File: config.mk
export PLATFORM = sky130hd
export DESIGN_NAME = vga_frame_capture
export DESIGN_NICKNAME = d
export VERILOG_FILES = /design/src/rtl/vga_frame_capture.sv
export SDC_FILE = /design/constraint.sdc
export NUM_CORES = 1
export LEC_CHECK = 0
export BUFFER_PORTS_ARGS = -buffer_cell sky130_fd_sc_hd__buf_2
export CORE_MARGIN = 1
export CORE_UTILIZATION = 53
export CTS_BUF_LIST = sky130_fd_sc_hd__clkbuf_4 sky130_fd_sc_hd__clkbuf_8 sky130_fd_sc_hd__clkbuf_16
export CTS_CLUSTER_DIAMETER = 80
export CTS_CLUSTER_SIZE = 25
export DETAILED_ROUTE_END_ITERATION = 8
export PLACE_DENSITY = 0.83
export SLEW_MARGIN = 5
export SYNTH_ARGS = -nofsm -noshare
export SYNTH_HDL_FRONTEND = slang
export SYNTH_SLANG_ARGS = --single-unit
File: constraint.sdc
create_clock -name clk -period 4.5 [get_ports clk]
set_input_delay 0.9 -clock clk [delete_from_list [all_inputs] [get_ports clk]]
set_output_delay 0.9 -clock clk [all_outputs]
set_load 0.05 [all_outputs]
File: src/rtl/vga_frame_capture.sv
// vga_frame_capture: single-shot VGA grab, 2x2 downsampled into the frame buffer port A. Define FRAME_CHECK_EN for line/frame timing checks.
// Latency: the pixel sampled at a clock edge appears on wea/addra/dina directly after that edge (one register stage).
// Backpressure: none; the frame buffer must accept one write every other pixel clock.
module vga_frame_capture #(
    parameter int HD       = 640,
    parameter int VD       = 480,
    parameter int H_OFFSET = 144,
    parameter int V_OFFSET = 35
`ifdef FRAME_CHECK_EN
    ,
    parameter int HT       = 800,
    parameter int VT       = 525
`endif
) (
    input  logic        clk,
    input  logic        rst,
    input  logic        start,
    input  logic        hsync,
    input  logic        vsync,
    input  logic [11:0] pixel,
    output logic        wea,
    output logic [16:0] addra,
    output logic [11:0] dina,
    output logic        busy,
    output logic        done,
    output logic        sync_err
);

    localparam logic [9:0]  H_LO      = 10'(H_OFFSET);
    localparam logic [9:0]  H_HI      = 10'(H_OFFSET + HD - 1);
    localparam logic [9:0]  V_LO      = 10'(V_OFFSET);
    localparam logic [9:0]  V_HI      = 10'(V_OFFSET + VD - 1);
    localparam logic [16:0] ROW_PITCH = 17'(HD / 2);
    localparam logic [16:0] LAST_ADDR = 17'((VD / 2) * (HD / 2) - 1);
    localparam logic [9:0]  CNT_MAX   = 10'h3FF;

    typedef enum logic [1:0] {
        S_IDLE    = 2'd0,
        S_ARMED   = 2'd1,
        S_CAPTURE = 2'd2,
        S_DONE    = 2'd3
    } state_t;

    state_t state_q, state_d;

    logic        hs_q, vs_q;
    logic        hs_fall, vs_fall;
    logic [9:0]  hc_q, hc_d;
    logic [9:0]  lc_q, lc_d;
    logic [9:0]  col, row;
    logic        active;
    logic        wr_en;
    logic [16:0] wr_addr;
    logic        wea_q;
    logic [16:0] addra_q;
    logic [11:0] dina_q;
    logic        abort;

    assign hs_fall = hs_q & ~hsync;
    assign vs_fall = vs_q & ~vsync;

    // Position is judged on the post-update counter so the first low hsync sample is hc=0.
    always_comb begin
        hc_d = (hc_q == CNT_MAX) ? hc_q : hc_q + 10'd1;
        if (hs_fall) begin
            hc_d = 10'd0;
        end
        lc_d = lc_q;
        if (vs_fall) begin
            lc_d = 10'd0;
        end else if (hs_fall && lc_q != CNT_MAX) begin
            lc_d = lc_q + 10'd1;
        end
    end

    assign col     = hc_d - H_LO;
    assign row     = lc_d - V_LO;
    assign active  = (hc_d >= H_LO) && (hc_d <= H_HI) && (lc_d >= V_LO) && (lc_d <= V_HI);
    assign wr_en   = active && !col[0] && !row[0] && (state_q == S_CAPTURE);
    assign wr_addr = 17'(row[9:1]) * ROW_PITCH + 17'(col[9:1]);

    always_ff @(posedge clk or negedge rst) begin
        if (!rst) begin
            hs_q    <= 1'b1;
            vs_q    <= 1'b1;
            hc_q    <= 10'd0;
            lc_q    <= 10'd0;
            wea_q   <= 1'b0;
            addra_q <= 17'd0;
            dina_q  <= 12'd0;
        end else begin
            hs_q  <= hsync;
            vs_q  <= vsync;
            hc_q  <= hc_d;
            lc_q  <= lc_d;
            wea_q <= wr_en;
            if (wr_en) begin
                addra_q <= wr_addr;
                dina_q  <= pixel;
            end
        end
    end

    always_ff @(posedge clk or negedge rst) begin
        if (!rst) begin
            state_q <= S_IDLE;
        end else begin
            state_q <= state_d;
        end
    end

    // The final write is already on the port when CAPTURE exits, so done lands one cycle later.
    always_comb begin
        state_d = state_q;
        case (state_q)
            S_IDLE: begin
                if (start) begin
                    state_d = S_ARMED;
                end
            end
            S_ARMED: begin
                if (vs_fall) begin
                    state_d = S_CAPTURE;
                end
            end
            S_CAPTURE: begin
                if (vs_fall) begin
                    state_d = S_IDLE;
                end else if (wea_q && addra_q == LAST_ADDR) begin
                    state_d = S_DONE;
                end
            end
            S_DONE: begin
                state_d = S_IDLE;
            end
            default: begin
                state_d = S_IDLE;
            end
        endcase
    end

    assign abort = (state_q == S_CAPTURE) && vs_fall;
    assign wea   = wea_q;
    assign addra = addra_q;
    assign dina  = dina_q;
    assign busy  = (state_q == S_ARMED) || (state_q == S_CAPTURE);
    assign done  = (state_q == S_DONE);

`ifdef FRAME_CHECK_EN
    localparam logic [9:0] LINE_LAST = 10'(HT - 1);
    localparam logic [9:0] FRAME_LAST = 10'(VT - 1);

    logic line_seen_q, frame_seen_q, err_q;

    // hc/lc still hold the closing count of the previous line/frame on the falling edge.
    always_ff @(posedge clk or negedge rst) begin
        if (!rst) begin
            line_seen_q  <= 1'b0;
            frame_seen_q <= 1'b0;
            err_q        <= 1'b0;
        end else begin
            if (hs_fall) begin
                line_seen_q <= 1'b1;
                if (line_seen_q && hc_q != LINE_LAST) begin
                    err_q <= 1'b1;
                end
            end
            if (vs_fall) begin
                frame_seen_q <= 1'b1;
                if (frame_seen_q && lc_q != FRAME_LAST) begin
                    err_q <= 1'b1;
                end
            end
            if (abort) begin
                err_q <= 1'b1;
            end
        end
    end

    assign sync_err = err_q;
`else
    logic unused_abort;
    assign unused_abort = abort;
    assign sync_err     = 1'b0;
`endif

endmodule

==> results.md <==
- Max-cap violations: 0
- Via-per-instance ratio: 5.543
- Setup TNS: -0.1439 ns
- Syn Inst Count: 369
- Drc violations: 0
- Final wirelength: 9.218 mm
- Area grow syn2layout: 31.26%
- Avg Cell Area, Syn: 10.20 sq um
- Worst Path Required: 4.75 ns
- Final hold vios: 0
- Max-slew headroom: 55.43%
- Top_reg_cell synth: dfrtp_1
- Critical Path Sink Type: flop
- Synthesized cell area: between 3000 and 4000 sq um
- Largest net degree at the start of global routing: 55
- Simple-gate share of the synthesized area: 19.75%
- Top achievable clock speed: roughly 0.22 GHz
- Crit Path Max Fanout: 5
- Worst-skew pair later-pin latency: approximately 0.32 ns
- Crit path from: hsync
- Yosys top cell area share: 34.59%
- CTS Hold Bufs: 0
- Fin area: 4938 sq um
- RSZ-0062 raised after global routing: yes
- Main combinational cell family by area after synthesis: simple AND/OR/NAND/NOR gates
- Post-Synth Adder-Cell Area: roughly 9.7%
- Net Count, Synth: 414
- Mux cell area share after synthesis: 7.549%
- PwrDens: around 350 nW/um^2
- Minimum clock period: roughly 4.6 ns
- Critical path startpoint category: primary input
- Die width: 86.26 um
- Area fraction in compound gates after synthesis: 15.43%
- Hold/Removal Path Class: reg -> reg
- Starting Density: 55.07%
- Synthesized flop and latch total: 54
- CTS tree: yes
- Vias in the first global route: 3,395
- Number of flops mapped to enable cells by yosys: 0
- Setup Crit Path Kind: in -> reg
- VDD IR max: 0.0002403 V
- Final Setup Violations: 1
- Root buffer cell: clkbuf_8
- Xor-xnor portion of the synthesized cell area: 6.751%
- Placed cell area: roughly 4700 sq um
- Final #Nets: roughly 540
- Pins Over Slew Limit: 0
- Final cycle utilization of the critical path: 103.2%
- Chip Height: between 80 and 90 um
- Wire length per cell: 15.54 um
- Initial antenna violation count: 0
- Failing checks: setup timing
- Reg-to-reg startpoint: lc_q[0]
- CTS clk-pin slew, worst paths: 0.11 ns
- Grt ovf: 0
- Worst hold slack: 0.5162 ns
- Layout cells sized above 1: 41.85%
- H-tree levels: 2
- Synth warn: 0
- DP Wirelength: about 6.9 mm
- GPL Wtd Cong: 0.9470
- Cell row count: 30
- CTS sink cnt: 54
- Crit path DAT: 4.90 ns
- Worst slew pin tran: 0.6686 ns
- Async set-reset flop share out of synthesis: 100.0%
- Top area cells in the synthesized netlist: dfrtp_1 (35%), ha_1 (8.6%), mux2_2 (5.1%), xnor2_1 (4.2%), xor2_1 (2.6%)
- Antenna diodes: 0
- Max Root-Sink Buffers: 2
- GRT Overall Usage: between 20% and 30%
- Unique masters post-synth: 66
- IO buf count: 48
- Worst Skew: between 0.015 and 0.02 ns
- Seq/Total Area, Yosys: 35.98%
- Setup WS post-layout: -0.1439 ns
- Vias post-DR: 3,287
- Initial DRC Count: 195
- Boundary Pins: 50
- Core Box Area: 6832 sq um
- Status: complete, but fails checks
- Hold path startpoint: dina[8]
- Die Area: 7440 sq um
- Leak: between 2 and 2.5 nW
- Yosys top cell by area: dfrtp_1
- Antenna Nets Post-Route: 0
- Num CTS Buffers: 5
- Drt pass-1 iters: 4
- Global-route wire length before repair: between 15 and 20 mm
==> sequential cells by signal, summed over array words and instances (netlist names) <==
signal / flops
hs_q: 1
vs_q: 1
hc_q: 10
lc_q: 10
dina: 12
state_q: 2
addra: 17
wea: 1
==> cells in the mapped netlist, drive strengths merged (3+ instances only) <==
cell,count
dfrtp,52
ha,26
nor2,22
mux2,19
nand2,19
nor3,19
xnor2,18
a21oi,17
inv,17
and3,12
o21ai,11
xor2,11
buf,10
nand3,8
a31oi,7
mux2i,7
nand2b,7
nor2b,7
a211oi,6
clkbuf,5
nand4,5
o21a,5
nor3b,4
nor4,4
a21o,3
o211a,3
o21bai,3
o22ai,3
or2,3
or3,3
==> worst paths after layout <==
| kind | to | slack [ns] | cells past startpoint |
|---|---|---|---|
| worst max-delay path | addra[16] | -0.14 | 19 |
| worst min-delay path | dina[8] | 0.52 | 1 |
| worst max register to register | addra[16] | -0.12 | 19 |
| worst min register to register | dina[8] | 0.52 | 1 |
| max in group asynchronous | lc_q[5] | 3.34 | 2 |
| min in group asynchronous | hc_q[1] | 0.71 | 2 |
==> final cells by class <==
type | count | area, sq um
repair buffers | 135 | 905.9
inverters | 17 | 63.81
fillers | 479 | 1893
multi-input cells | 283 | 2399
flip-flops and latches | 54 | 1354
well taps | 96 | 120.1
clock inverters | 3 | 27.53
clock buffers | 5 | 68.82
==> critical path, cell delays in order <==
cell and delay, ns:
buf_2 0.12, nand2b_4 0.15, a31oi_4 0.22, mux2i_2 0.29
nor2_2 0.10, ha_4 0.19, nor3_4 0.12, xor2_1 0.11
ha_1 0.28, ha_2 0.19, inv_2 0.05, fa_2 0.38
xor2_2 0.19, or3_4 0.41, nor4_4 0.28, nor4b_4 0.25
nor3_1 0.10, or4b_1 0.46, nand3_1 0.09
==> report_power, final <==
| part | internal (W) | total, W | switching, W | leakage [nW] |
|---|---|---|---|---|
| combinational | 0.000442 | 0.000893 | 0.000451 | 1.67 |
| clock | 0.000116 | 0.000291 | 0.000176 | 0.0467 |
| sequential | 0.000514 | 0.000545 | 0.0000304 | 0.726 |
| total | 0.00107 | 0.00173 | 0.000657 | 2.44 |
==> what timing repair did <==
item                                    CTS  global route
pin swaps                                 2             2
endpoints found under the setup margin    2             3
gates resized for setup                   8            13
buffers inserted                          1             2
==> layout by cell type, fill, tap and decap left out, types with 6 or more instances in the layout <==
cell type,Yosys,final
a21oi_1,17,16
and3_1,12,11
buf_2,1,48
buf_4,3,86
dfrtp_1,52,52
ha_1,26,22
inv_1,17,15
mux2_2,17,17
nand2_1,19,19
nand2b_1,7,6
nand3_1,8,8
nor2_1,22,21
nor2b_1,7,7
nor3_1,15,12
o21ai_0,11,9
xnor2_1,18,17
xor2_1,11,10
==> logic make-up after synthesis <==
family                   after synthesis
AND/OR/NAND/NOR                      128
AO/OA/AOI/OAI                         71
flip-flops                            54
buffers and inverters                 32
XOR/XNOR                              29
adder cells (fa/ha/maj)               28
multiplexers                          26
other                                  1
==> routing by layer <==
| metal | GRT usage [%] | wire (um) |
|---|---|---|
| met3 | 3.524 | 506 |
| met1 | 31.58 | 3805 |
| met5 | 0 | 0 |
| met2 | 48.34 | 4706 |
| met4 | 7.576 | 199 |
==> through the flow <==
step                      utilization, %  setup slack, ns  total power [W]  instances
final                              72.29          -0.1439         0.001729        593
after floorplan                        -          -0.1767         0.001054        369
after CTS                          71.30          -0.1389         0.001697        591
after global routing               72.29          -0.3505         0.001837        593
after detailed placement           69.18          -0.5090         0.001368        582
after global placement             69.18          -0.3664         0.001335        582
Note: power is estimated with default switching activity, not from simulation.
